==> config.mk <==
export PLATFORM = sky130hd
export DESIGN_NAME = icache_mem_arb
export DESIGN_NICKNAME = d
export VERILOG_FILES = /design/src/rtl/icache_pkg.sv /design/src/rtl/icache_req_slot.sv /design/src/rtl/icache_mem_arb.sv
export SDC_FILE = /design/constraint.sdc
export NUM_CORES = 1
export LEC_CHECK = 0
export ABC_AREA = 1
export CAP_MARGIN = 20
export CORE_MARGIN = 2
export CORE_UTILIZATION = 40
export CTS_BUF_LIST = sky130_fd_sc_hd__clkbuf_8
export DETAILED_ROUTE_END_ITERATION = 12
export HOLD_SLACK_MARGIN = 0.12
export PLACE_DENSITY = 0.7
export REMOVE_ABC_BUFFERS = 1
export SYNTH_ARGS = -nofsm -noshare
export SYNTH_HDL_FRONTEND = slang
export SYNTH_HIERARCHICAL = 1
export SYNTH_SLANG_ARGS = --single-unit
==> constraint.sdc <==
create_clock -name clk -period 2.62 [get_ports clk]
set_input_delay 0.786 -clock clk [delete_from_list [all_inputs] [get_ports clk]]
set_output_delay 0.786 -clock clk [all_outputs]
set_load 0.01 [all_outputs]
==> src/rtl/icache_pkg.sv <==
// icache_pkg: shared request-source type, default geometry and line helper for the I-cache L2 path
package icache_pkg;
  localparam int ADDR_W_DEF = 32;
  localparam int LINE_OFF_DEF = 6;
  typedef enum logic {SRC_DEMAND, SRC_PREF} req_src_e;
  function automatic logic [ADDR_W_DEF-LINE_OFF_DEF-1:0] line_of(input logic [ADDR_W_DEF-1:0] addr);
    return addr[ADDR_W_DEF-1:LINE_OFF_DEF];
  endfunction
endpackage

==> src/rtl/icache_req_slot.sv <==
// icache_req_slot: one-entry valid/ready register stage holding {addr, src}
module icache_req_slot #(
  parameter int ADDR_W = 32
) (
  input  logic              clk,
  input  logic              rst_n,
  input  logic              in_valid_i,
  input  logic [ADDR_W-1:0] in_addr_i,
  input  logic              in_src_i,
  output logic              load_en_o,
  output logic              out_valid_o,
  output logic [ADDR_W-1:0] out_addr_o,
  output logic              out_src_o,
  input  logic              out_ready_i
);
  logic              valid_q;
  logic [ADDR_W-1:0] addr_q;
  logic              src_q;
  assign load_en_o   = !valid_q || out_ready_i;
  assign out_valid_o = valid_q;
  assign out_addr_o  = addr_q;
  assign out_src_o   = src_q;
  always_ff @(posedge clk or negedge rst_n) begin
    if (!rst_n) begin
      valid_q <= 1'b0;
      addr_q  <= '0;
      src_q   <= 1'b0;
    end else if (load_en_o) begin
      valid_q <= in_valid_i;
      if (in_valid_i) begin
        addr_q <= in_addr_i;
        src_q  <= in_src_i;
      end
    end
  end
endmodule

==> src/rtl/icache_mem_arb.sv <==
// icache_mem_arb: shares the L2 request port between MSHR demand misses and prefetches,
// with demand priority, a prefetch starvation guard and duplicate-prefetch dropping.
module icache_mem_arb
  import icache_pkg::*;
#(
  parameter int ADDR_W        = ADDR_W_DEF,
  parameter int LINE_OFF      = LINE_OFF_DEF,
  parameter int PF_STARVE_MAX = 8
) (
  input  logic              clk,
  input  logic              rst_n,
  input  logic              mshr_req_valid,
  input  logic [ADDR_W-1:0] mshr_req_addr,
  output logic              mshr_req_ready,
  input  logic              pf_req_valid,
  input  logic [ADDR_W-1:0] pf_req_addr,
  output logic              pf_req_ready,
  output logic              pf_drop,
  output logic              mem_req_valid,
  output logic [ADDR_W-1:0] mem_req_addr,
  output logic              mem_req_src,
  input  logic              mem_req_ready
);
  localparam int CW = $clog2(PF_STARVE_MAX + 1);
  localparam int LW = ADDR_W - LINE_OFF;
  logic [CW-1:0]     starve_cnt_q, starve_cnt_d;
  logic [LW-1:0]     mshr_line, pf_line, slot_line;
  logic              load_en, pf_dup, pf_force, pf_grant, win_valid;
  logic [ADDR_W-1:0] win_addr;
  req_src_e          win_src;
  assign mshr_line = mshr_req_addr[ADDR_W-1:LINE_OFF];
  assign pf_line   = pf_req_addr[ADDR_W-1:LINE_OFF];
  assign slot_line = mem_req_addr[ADDR_W-1:LINE_OFF];
  // A slot being consumed this cycle no longer shadows the prefetch line
  assign pf_dup   = (mshr_req_valid && pf_line == mshr_line) ||
                    (mem_req_valid && !mem_req_ready && pf_line == slot_line);
  assign pf_drop  = pf_req_valid && pf_dup;
  assign pf_force = starve_cnt_q == CW'(PF_STARVE_MAX);
  assign pf_grant = load_en && pf_req_valid && !pf_dup && (pf_force || !mshr_req_valid);
  assign mshr_req_ready = load_en && mshr_req_valid && !pf_grant;
  assign pf_req_ready   = pf_drop || pf_grant;
  assign win_valid = mshr_req_ready || pf_grant;
  assign win_src   = pf_grant ? SRC_PREF : SRC_DEMAND;
  assign win_addr  = {pf_grant ? pf_line : mshr_line, {LINE_OFF{1'b0}}};
  assign starve_cnt_d = (!pf_req_valid || pf_req_ready) ? '0 :
                        pf_force ? starve_cnt_q : starve_cnt_q + 1'b1;
  always_ff @(posedge clk or negedge rst_n) begin
    if (!rst_n) starve_cnt_q <= '0;
    else        starve_cnt_q <= starve_cnt_d;
  end
  icache_req_slot #(.ADDR_W(ADDR_W)) u_slot (
    .clk        (clk),
    .rst_n      (rst_n),
    .in_valid_i (win_valid),
    .in_addr_i  (win_addr),
    .in_src_i   (win_src),
    .load_en_o  (load_en),
    .out_valid_o(mem_req_valid),
    .out_addr_o (mem_req_addr),
    .out_src_o  (mem_req_src),
    .out_ready_i(mem_req_ready)
  );
endmodule

==> impl_metrics.yaml, run 1 <==
flow_run:
  drv_cap: 0
placement:
  dp_hpwl_um: 9460
  placed_cells: 837
  dp_slack_ns: -1.05
  gp_congestion: 0.993
  port-buffer-count: 93
pwr:
  combPwrFrac_pct: 51.2
  ir_worst_vdd_v: 0.000274
  power.switching_mw: 1.13
  swShare_pct: 39.2
  powerDensity_mw_per_mm2: 529
  p_clk_share_pct: 18.9
  power.internal_mw: 1.75
  power.share.sequential_pct: 29.9
  leakagePower_nw: 3.10
timing:
  post-route-worst-setup-slack_ns: -0.104
  worst_clock_skew_ns: 0.00632
  rsz0062_at_grt: "true"
  fmax_mhz: 367
  drv_slew: 0
  setup-violations-final: 3
  hold_viol_final: 0
  min_period_over_period_pct: 104
  min_period_ns: 2.72
  fin_setup_tns_ns: -0.278
hold_path:
  hold_path_class: "in2async"
clock_tree:
  numCtsBuffers: 5
  clock_path_buffers: 2
  clock_sinks: 38
  cts-root-buf: "clkbuf_8"
  cts_tree: "yes"
  cts_hold_buffers: 0
  clk_latency_ns: 0.30
  cts-htree-levels: 2
  clk_pin_slew_ns: 0.09
routing:
  via_count: 4283
  via_per_inst: 5.00
  drcViolationCount: 0
  drt_pass1_iterations: 4
  antenna_left: 0
  drtIter0Drc: 260
  routed_wl_um: 13200
  wl_per_cell_um: 15.4
global_routing:
  track_usage_pct: 28.6
  antenna_found_initial: 0
  overflow: 0
  grt_max_degree: 39
  grt_pass1_wl_um: 20100
  grt_pass1_vias: 4095
logic_synthesis:
  synth_edf_count: 0
  synth_cell_types: 25
  yosys.area.top_type: "nand2_1"
  ys_seq_area_share_pct: 28.0
  synth_top_cell_area_share_pct: 29.6
  ys.flop_type: "dfrtp_1"
  syn_inst: 578
  yosysMostFrequentCell: "nand2_1"
  yosys-top-cells-area: "nand2_1 30%, dfrtp_1 28%, inv_1 9.4%, nand4_1 7.9%, nand3_1 6.3%"
  yosys-top-cells-count: "268 x nand2_1, 85 x inv_1, 43 x nand3_1, 43 x nand4_1"
  synth_seq_cells: 38
  yosysWarnings: 6
  netlist_area_mm2: 0.00339
  syn_avg_cell_area_um2: 5.87
  async_flop_share_pct: 100
setup_path:
  crit_fanout: 3
  cp.arrival_ns: 1.94
  startpoint_type: "input pin"
  worst-setup-path-type: "in2out"
  cp.required_ns: 1.83
  crit_top_cell: "nand2_2"
  endpoint_kind: "primary output"
  path_cells: "buf_4 -> xnor2_4 -> nand2_2 -> nor2_4 -> nand2_2 -> nor2_2 -> nand2_2 -> nand3_2 -> nand2_1 -> inv_1 -> buf_2"
  crit_slowest_cell: "xnor2_4"
  max_stage_delay_ns: 0.22
die:
  die_area_mm2: 0.00924
  die-height_um: 96.1
  core_area_mm2: 0.00822
  initial_core_util_pct: 41.3
  die_w_um: 96.1
  rows: 33
  pin_count: 106
final_layout:
  drive_gt1_share_pct: 34.7
  regArea_um2: 951
  fillCellCount: 783
  n_antenna_cell: 0
  final_nets: 822
  finish.utilization_pct: 66.3
  multi_input_area_mm2: 0.00235
  fin_cells: 857
  area_growth_syn_to_layout_pct: 60.6
status:
  violations: "negative setup slack"
  outcome: "complete, but fails checks"
-- per-layer routing --
metal  vias to the layer above  GRT usage, %  wire, um
met4                         0          7.86       217
li1                       2121             -         -
met5                         -             0         0
met2                       154          48.4      6420
met3                        22          4.15       773
met1                      1986          37.9      5790
-- stage by stage --
step / hold slack [ns] / instance area (um^2) / power, mW
after detailed placement: 0.462 / 4920 / 2.17
after CTS: 0.454 / 5210 / 2.79
final: 0.434 / 5450 / 2.88
after global placement: 0.456 / 4920 / 2.16
after global routing: 0.447 / 5450 / 3.06
after floorplan: 0.490 / 3240 / 1.38
-- worst max-delay path, delay by kind of cell --
family | cells | cell delay (ns)
xor+xnor | 1 | 0.22
buf+inv | 3 | 0.31
simple gates | 7 | 0.62
-- cells by family after synthesis --
| family | synth area share (%) |
|---|---|
| adders and majority gates | 0.737 |
| other | 0.111 |
| buffers and inverters | 15.0 |
| and+or+nand+nor | 50.6 |
| xor gates and xnor gates | 4.65 |
| AOI/OAI and AO/OA | 0.885 |
| DFF | 28.0 |
-- what timing repair did --
action | 4_1_cts | 5_1_grt
resized for setup | 314 | 77
pin swaps | 76 | 59
setup endpoints to repair | 37 | 37
setup buffers | 8 | 6
-- layout by cell type, fill, tap and decap left out, types with 8 or more instances in the layout --
master | synthesis | layout
buf_2 | 7 | 24
buf_4 | 5 | 85
clkdlybuf4s50_1 | 0 | 35
nand4_1 | 43 | 43
dfrtp_1 | 38 | 38
inv_2 | 6 | 19
inv_1 | 85 | 69
xnor2_2 | 0 | 10
nand2_2 | 1 | 43
nor2_2 | 0 | 8
buf_6 | 7 | 26
nand3_1 | 43 | 41
nand2_4 | 2 | 14
nand2_1 | 268 | 214
nor2_1 | 38 | 27
-- path summary, 6_finish.rpt --
path                                  startpoint                     to  slack, ns  cells past startpoint
max                              pf_req_addr[30]         mshr_req_ready      -0.10                     11
min                                        rst_n  u_slot/out_addr_o[11]       0.43                      2
max reg2reg                u_slot/out_addr_o[30]  u_slot/out_addr_o[31]       0.29                     12
min reg2reg                     u_slot/out_src_o       u_slot/out_src_o       0.48                      2
max in group asynchronous                  rst_n  u_slot/out_addr_o[23]       1.96                      2
min in group clk                u_slot/out_src_o       u_slot/out_src_o       0.48                      2
-- power by group through the flow --
stage / logic (mW) / registers, mW / clock network [mW]
3_5_place_dp: 1.32 / 0.851 / 0
4_1_cts: 1.39 / 0.853 / 0.549
2_1_floorplan: 0.484 / 0.897 / 0
5_1_grt: 1.60 / 0.883 / 0.580
3_3_place_gp: 1.31 / 0.847 / 0
6_report: 1.48 / 0.863 / 0.545
-- area by class of cell --
| type | instances | area share (%) |
|---|---|---|
| Clock inverter | 3 | 0.827 |
| Sequential cell | 38 | 17.5 |
| Clock buffer | 5 | 1.26 |
| Inverter | 91 | 6.41 |
| Multi-Input combinational cell | 433 | 43.1 |
| Tap cell | 105 | 2.41 |
| Timing Repair Buffer | 182 | 28.5 |
-- state kept, by name, summed over array words and instances (netlist names) --
signal,cells
starve_cnt_q,4
u_slot/out_addr_o,32
u_slot/out_src_o,1
u_slot/out_valid_o,1
Note: power is estimated with default switching activity, not from simulation.
==> run 2: changes to the inputs <==
- CORE_UTILIZATION: 40 -> 47
- PLACE_DENSITY: 0.7 -> 0.83
- SYNTH_HIERARCHICAL: 1 -> not set
==> run 2 against run 1 <==
  * The flow still finishes with violations (negative setup slack)
  * Setup slack got worse by 0.10 ns
  * Die area decreased by 25%
  * Global-route usage increased by 6.3 points
  * Utilization increased by 18 points
  * Largest cell class unchanged
==> impl_metrics.yaml, run 2 <==
status:
  outcome: "complete, but fails checks"
  violations: "negative setup slack"
hold_path:
  worstHoldStart: "u_slot.out_src_o"
  hold_path_class: "reg2reg"
final_layout:
  mostFrequentLayoutCells: "143 x nand2_1, 120 x buf_4, 77 x nor2_1, 66 x inv_1, 44 x nand2_2"
  finish.utilization_pct: 84.7
  final_nets: 789
  layout_commonest_cell: "nand2_1"
  n_antenna_cell: 0
  drive_gt1_share_pct: 42.0
  largest_reg_flops: 26
  area_growth_syn_to_layout_pct: 71.8
timing:
  holdWs_ns: 0.523
  post-route-worst-setup-slack_ns: -0.207
  worst_clock_skew_ns: 0.00266
  rsz0062_at_grt: "true"
  drv_slew: 0
  min_period_over_period_pct: 108
  fin_setup_tns_ns: -0.539
  fmax_mhz: 354
  setup-violations-final: 3
  hold_viol_final: 0
  min_period_ns: 2.83
setup_path:
  endpoint_kind: "primary output"
  cp-endpoint: "pf_drop"
  crit_fanout: 2
  r2r-start: "u_slot.out_addr_o[11]"
  r2r_cells: 17
  cp.arrival_ns: 2.04
  cp.required_ns: 1.83
  ff2ff_setup_slack_ns: 0.28
  worst_r2r_endpoint: "u_slot.out_addr_o[25]"
  critical_path.startpoint: "mshr_req_addr[27]"
  worst-setup-path-type: "in2out"
  startpoint_type: "input pin"
logic_synthesis:
  ys_seq_area_share_pct: 27.1
  syn_avg_cell_area_um2: 5.72
  synth_edf_count: 0
  async_flop_share_pct: 100
  netlist_area_mm2: 0.00295
  yosysMostFrequentCell: "nand2_1"
  syn_inst: 516
  yosysWarnings: 0
  yosys-top-cells-count: "194 x nand2_1, 92 x inv_1, 84 x nor2_1"
  ys.flop_type: "dfrtp_1"
  muxShareOfSynthArea_pct: 0
  yosys-top-cells-area: "dfrtp_1 27%, nand2_1 25%, inv_1 12%, nor2_1 11%, nand3_1 6.9%"
  synth-xor-area-share_pct: 6.23
  synth_top_family_by_area: "simple AND/OR/NAND/NOR gates"
  synth_top_cell_area_share_pct: 27.1
  yosys.area.top_type: "dfrtp_1"
  synth-compound-area-share_pct: 0.890
  yosys.area_share.simple_pct: 47.6
  synth_seq_cells: 32
  synth_cell_types: 24
  synthAdderAreaFrac_pct: 0.847
clock_tree:
  cts_tree: "yes"
  cts_hold_buffers: 0
  cts-htree-levels: 2
  clk_pin_slew_ns: 0.08
  cts-root-buf: "clkbuf_8"
  clk_latency_ns: 0.30
  clock_sinks: 32
  clock_path_buffers: 2
  numCtsBuffers: 5
placement:
  gp_congestion: 0.995
  dp_hpwl_um: 8860
  port-buffer-count: 87
global_routing:
  grt_pass1_wl_um: 19500
  grt_max_degree: 33
  grt_pass1_vias: 4231
  track_usage_pct: 34.9
  antenna_found_initial: 0
  overflow: 0
die:
  die_w_um: 83.3
  pin_count: 106
  core_area_mm2: 0.00599
  initial_core_util_pct: 49.3
  die_area_mm2: 0.00693
  rows: 28
  die-height_um: 83.3
routing:
  drtIter0Drc: 427
  drt_pass1_iterations: 6
  wl_per_cell_um: 16.0
  drcViolationCount: 0
  via_per_inst: 5.23
  routed_wl_um: 12700
  via_count: 4151
  antenna_left: 0
flow_run:
  drv_cap: 0
pwr:
  powerDensity_mw_per_mm2: 452
  leakagePower_nw: 2.89
  ir_worst_vdd_v: 0.000326
run 2: cell type report:
type	count	area (um^2)
multi-input combinational	377	2070
clock buffer	5	68.8
timing repair buffer	204	1620
inverter	98	380
tap	75	93.8
sequential	32	801
fill	377	918
clock inverter	3	38.8
run 2: worst max-delay path: stages:
cell and delay [ns]:
buf_2 0.11, inv_2 0.04, nand2_2 0.08, nand2_1 0.05, nor2_1 0.13, nand4_1 0.18, nor3_2 0.21, nand2_1 0.08
nor2_1 0.10, nor2_1 0.06, nor2_1 0.09, buf_2 0.14
run 2: worst min path at each step:
stage,to,slack [ns],cells past startpoint
after floorplan,starve_cnt_q[0],0.49,0
after global placement,u_slot.out_src_o,0.46,2
after detailed placement,u_slot.out_src_o,0.51,2
after CTS,u_slot.out_src_o,0.52,2
after global routing,u_slot.out_src_o,0.54,2
final,u_slot.out_src_o,0.52,2
run 2: repair_timing:
item,CTS,global route
buffers inserted,11,3
pin swaps,82,44
cloned,0,1
setup endpoints to repair,29,29
gates resized for setup,310,63
run 2: power breakdown:
group          internal (mW)  switching, mW  total, mW  leakage [nW]
Clock                  0.279          0.221      0.500        0.0593
Sequential             0.567         0.0812      0.648         0.362
Combinational          0.572          0.572       1.14          2.47
run 2: logic make-up after synthesis:
group / count (synthesis)
simple gates: 343
other cells: 1
buf+inv: 113
flops: 32
xor+xnor: 21
compound gates: 4
fa+ha+maj: 2
run 2: layer usage:
metal	wire (um)	GRT usage (%)	vias to the layer above
met1	4810	41.5	1879
met3	965	5.67	70
met2	6330	61.7	274
li1	-	-	1928
met5	0	0	-
met4	622	15.6	0
run 2: metrics by stage:
stage / setup slack, ns / cell area (um^2) / cells / total power [mW]
global route: -0.262 / 5070 / 794 / 2.39
global placement: -1.14 / 4580 / 772 / 1.61
finish: -0.207 / 5070 / 794 / 2.29
detailed placement: -1.13 / 4580 / 772 / 1.63
floorplan: -0.274 / 2830 / 506 / 1.02
CTS: -0.162 / 4910 / 791 / 2.19
==> run 3: changes to the inputs <==
--- a/config.mk
+++ b/config.mk
@@ -9,10 +9,11 @@
 export CAP_MARGIN = 20
 export CORE_MARGIN = 2
-export CORE_UTILIZATION = 47
+export CORE_UTILIZATION = 51
 export CTS_BUF_LIST = sky130_fd_sc_hd__clkbuf_8
 export DETAILED_ROUTE_END_ITERATION = 12
 export HOLD_SLACK_MARGIN = 0.12
-export PLACE_DENSITY = 0.83
+export PLACE_DENSITY = 0.9
 export REMOVE_ABC_BUFFERS = 1
+export SLEW_MARGIN = 20
 export SYNTH_ARGS = -nofsm -noshare
 export SYNTH_HDL_FRONTEND = slang
==> constraint.sdc (replaced) <==
create_clock -name clk -period 3.4 [get_ports clk]
set_input_delay 0.68 -clock clk [delete_from_list [all_inputs] [get_ports clk]]
set_output_delay 0.68 -clock clk [all_outputs]
set_load 0.01 [all_outputs]
==> run 3 against run 2 <==
  * The run now ends clean
  * Clock skew up 0.0039 ns
  * Clock-buffer cell count up 2
  * Sequential power down 24%
  * Register-to-register slack better by 0.74 ns
  * Global-route usage down 3.1 points
  * Clock power down 32%
  * Via count down 18%
  * Sequential cell count unchanged
  * Critical path depth down 1
  * Utilization down 11 points
  * Sequential share of layout area up 3.9 points
  * Hold slack better by 0.031 ns
  * Highest routed layer unchanged
  * Critical path type unchanged
==> impl_metrics.yaml, run 3 (synthesis gave the netlist of run 2 again) <==
routing:
  antenna_left: 0
  drt_pass1_iterations: 5
  via_per_inst: 4.94
  routed_wl_um: 9840
  wl_per_cell_um: 14.3
  drcViolationCount: 0
  drtIter0Drc: 228
  via_count: 3406
hold_path:
  hold_path_class: "reg2reg"
clock_tree:
  cts_hold_buffers: 0
  clock_sinks: 32
  post_cts_buffers: 0
  clock_path_buffers: 2
  clk_pin_slew_ns: 0.07
  clk_latency_ns: 0.30
  cts-htree-levels: 2
  cts_tree: "yes"
  numCtsBuffers: 5
  cts-root-buf: "clkbuf_8"
setup_path:
  endpoint_kind: "primary output"
  crit_fanout: 3
  cp.required_ns: 2.72
  worst-setup-path-type: "in2out"
  startpoint_type: "input pin"
  cp.arrival_ns: 2.49
pwr:
  powerDensity_mw_per_mm2: 356
  leakagePower_nw: 2.31
  ir_worst_vdd_v: 0.000234
placement:
  place_area_mm2: 0.00394
  placed_cells: 683
  port-buffer-count: 87
  dp_hpwl_um: 7830
  gp_congestion: 0.996
final_layout:
  mostFrequentLayoutCells: "193 x nand2_1, 92 x inv_1, 83 x clkdlybuf4s50_1, 81 x nor2_1, 41 x nand3_1"
  fillCellCount: 484
  drive_gt1_share_pct: 7.12
  final_nets: 689
  largest_reg_flops: 26
  layout_commonest_cell: "nand2_1"
  n_antenna_cell: 0
  fin_cells: 690
  final_cell_area_mm2: 0.00407
  area_growth_syn_to_layout_pct: 37.8
timing:
  min_period_ns: 3.17
  fmax_mhz: 315
  max-slew-margin-rel_pct: 63.3
  worstMarginPinSlew_ns: 0.549
  worst_clock_skew_ns: 0.00653
  setup-violations-final: 0
  drv_slew: 0
  min_period_over_period_pct: 93.3
  hold_viol_final: 0
  rsz0062_at_grt: "false"
global_routing:
  overflow: 0
  grt_pass1_vias: 3329
  antenna_found_initial: 0
  grt_max_degree: 33
  track_usage_pct: 31.8
  grt_pass1_wl_um: 15600
die:
  pin_count: 106
  initial_core_util_pct: 53.3
  core_area_mm2: 0.00554
  die_area_mm2: 0.00641
  die_w_um: 80.1
  die-height_um: 80.1
  rows: 27
flow_run:
  drv_cap: 0
status:
  outcome: "completed"
==> run 3: stage by stage <==
stage | setup TNS, ns | utilization (%) | hold slack (ns) | setup slack (ns) | power (mW)
2_1_floorplan | 0 | - | 0.384 | 0.718 | 0.786
4_1_cts | 0 | 73.3 | 0.541 | 0.0137 | 1.44
3_3_place_gp | -0.0686 | 71.1 | 0.463 | -0.0370 | 1.09
6_report | 0 | 73.4 | 0.553 | 0.227 | 1.45
5_1_grt | 0 | 73.4 | 0.586 | 0.0301 | 1.53
3_5_place_dp | -0.105 | 71.1 | 0.523 | -0.0739 | 1.10
==> run 3: final timing paths <==
kind / start / slack [ns] / cells after the start / to
hold reg to reg: u_slot.out_src_o / 0.55 / 2 / u_slot.out_src_o
setup / recovery: pf_req_addr[26] / 0.23 / 11 / pf_drop
hold / removal: u_slot.out_src_o / 0.55 / 2 / u_slot.out_src_o
min in group asynchronous: rst_n / 0.81 / 2 / u_slot.out_addr_o[22]
max in group asynchronous: rst_n / 2.28 / 2 / u_slot.out_addr_o[18]
setup reg to reg: u_slot.out_addr_o[26] / 1.02 / 14 / u_slot.out_addr_o[13]
==> run 3: cell type report <==
type                            count  area [um^2]  area share [%]
Clock buffer                        7         96.3            2.37
Inverter                           98          368            9.04
Multi-Input combinational cell    376         1690            41.5
Sequential cell                    32          801            19.7
Tap cell                           72         90.1            2.21
Timing Repair Buffer              105         1020            25.2
==> run 3: report_power, final <==
group / switching, mW / total, mW / internal, mW / leakage, nW
clock network: 0.158 / 0.339 / 0.181 / 0.0503
logic: 0.324 / 0.612 / 0.288 / 1.90
registers: 0.0582 / 0.495 / 0.437 / 0.362
total: 0.541 / 1.45 / 0.906 / 2.31
==> run 3: what timing repair did <==
| action | 4_1_cts | 5_1_grt |
|---|---|---|
| gates resized for setup | 6 | 4 |
| pin swaps | 0 | 0 |
| endpoints found under the setup margin | 3 | 2 |
| cloned | 0 | 0 |
==> run 3: routing by layer <==
layer / vias up / wire length [um] / part of all wire, % / global-route usage, %
li1: 1716 / - / - / -
met1: 1542 / 4110 / 42 / 39.3
met2: 136 / 4900 / 50 / 56.5
met3: 12 / 731 / 7.4 / 6.18
met4: 0 / 102 / 1.0 / 8.14
met5: - / 0 / 0 / 0
==> run 3: worst max-delay path, cell delays in order <==
cell	delay, ns
clkdlybuf4s50_1	0.46
inv_1	0.10
nand2_1	0.06
nand2_1	0.13
nand3_1	0.11
nor4_1	0.26
nand2_1	0.11
nor2_1	0.14
nor2_1	0.06
nor2_1	0.08
dlygate4sd2_1	0.29
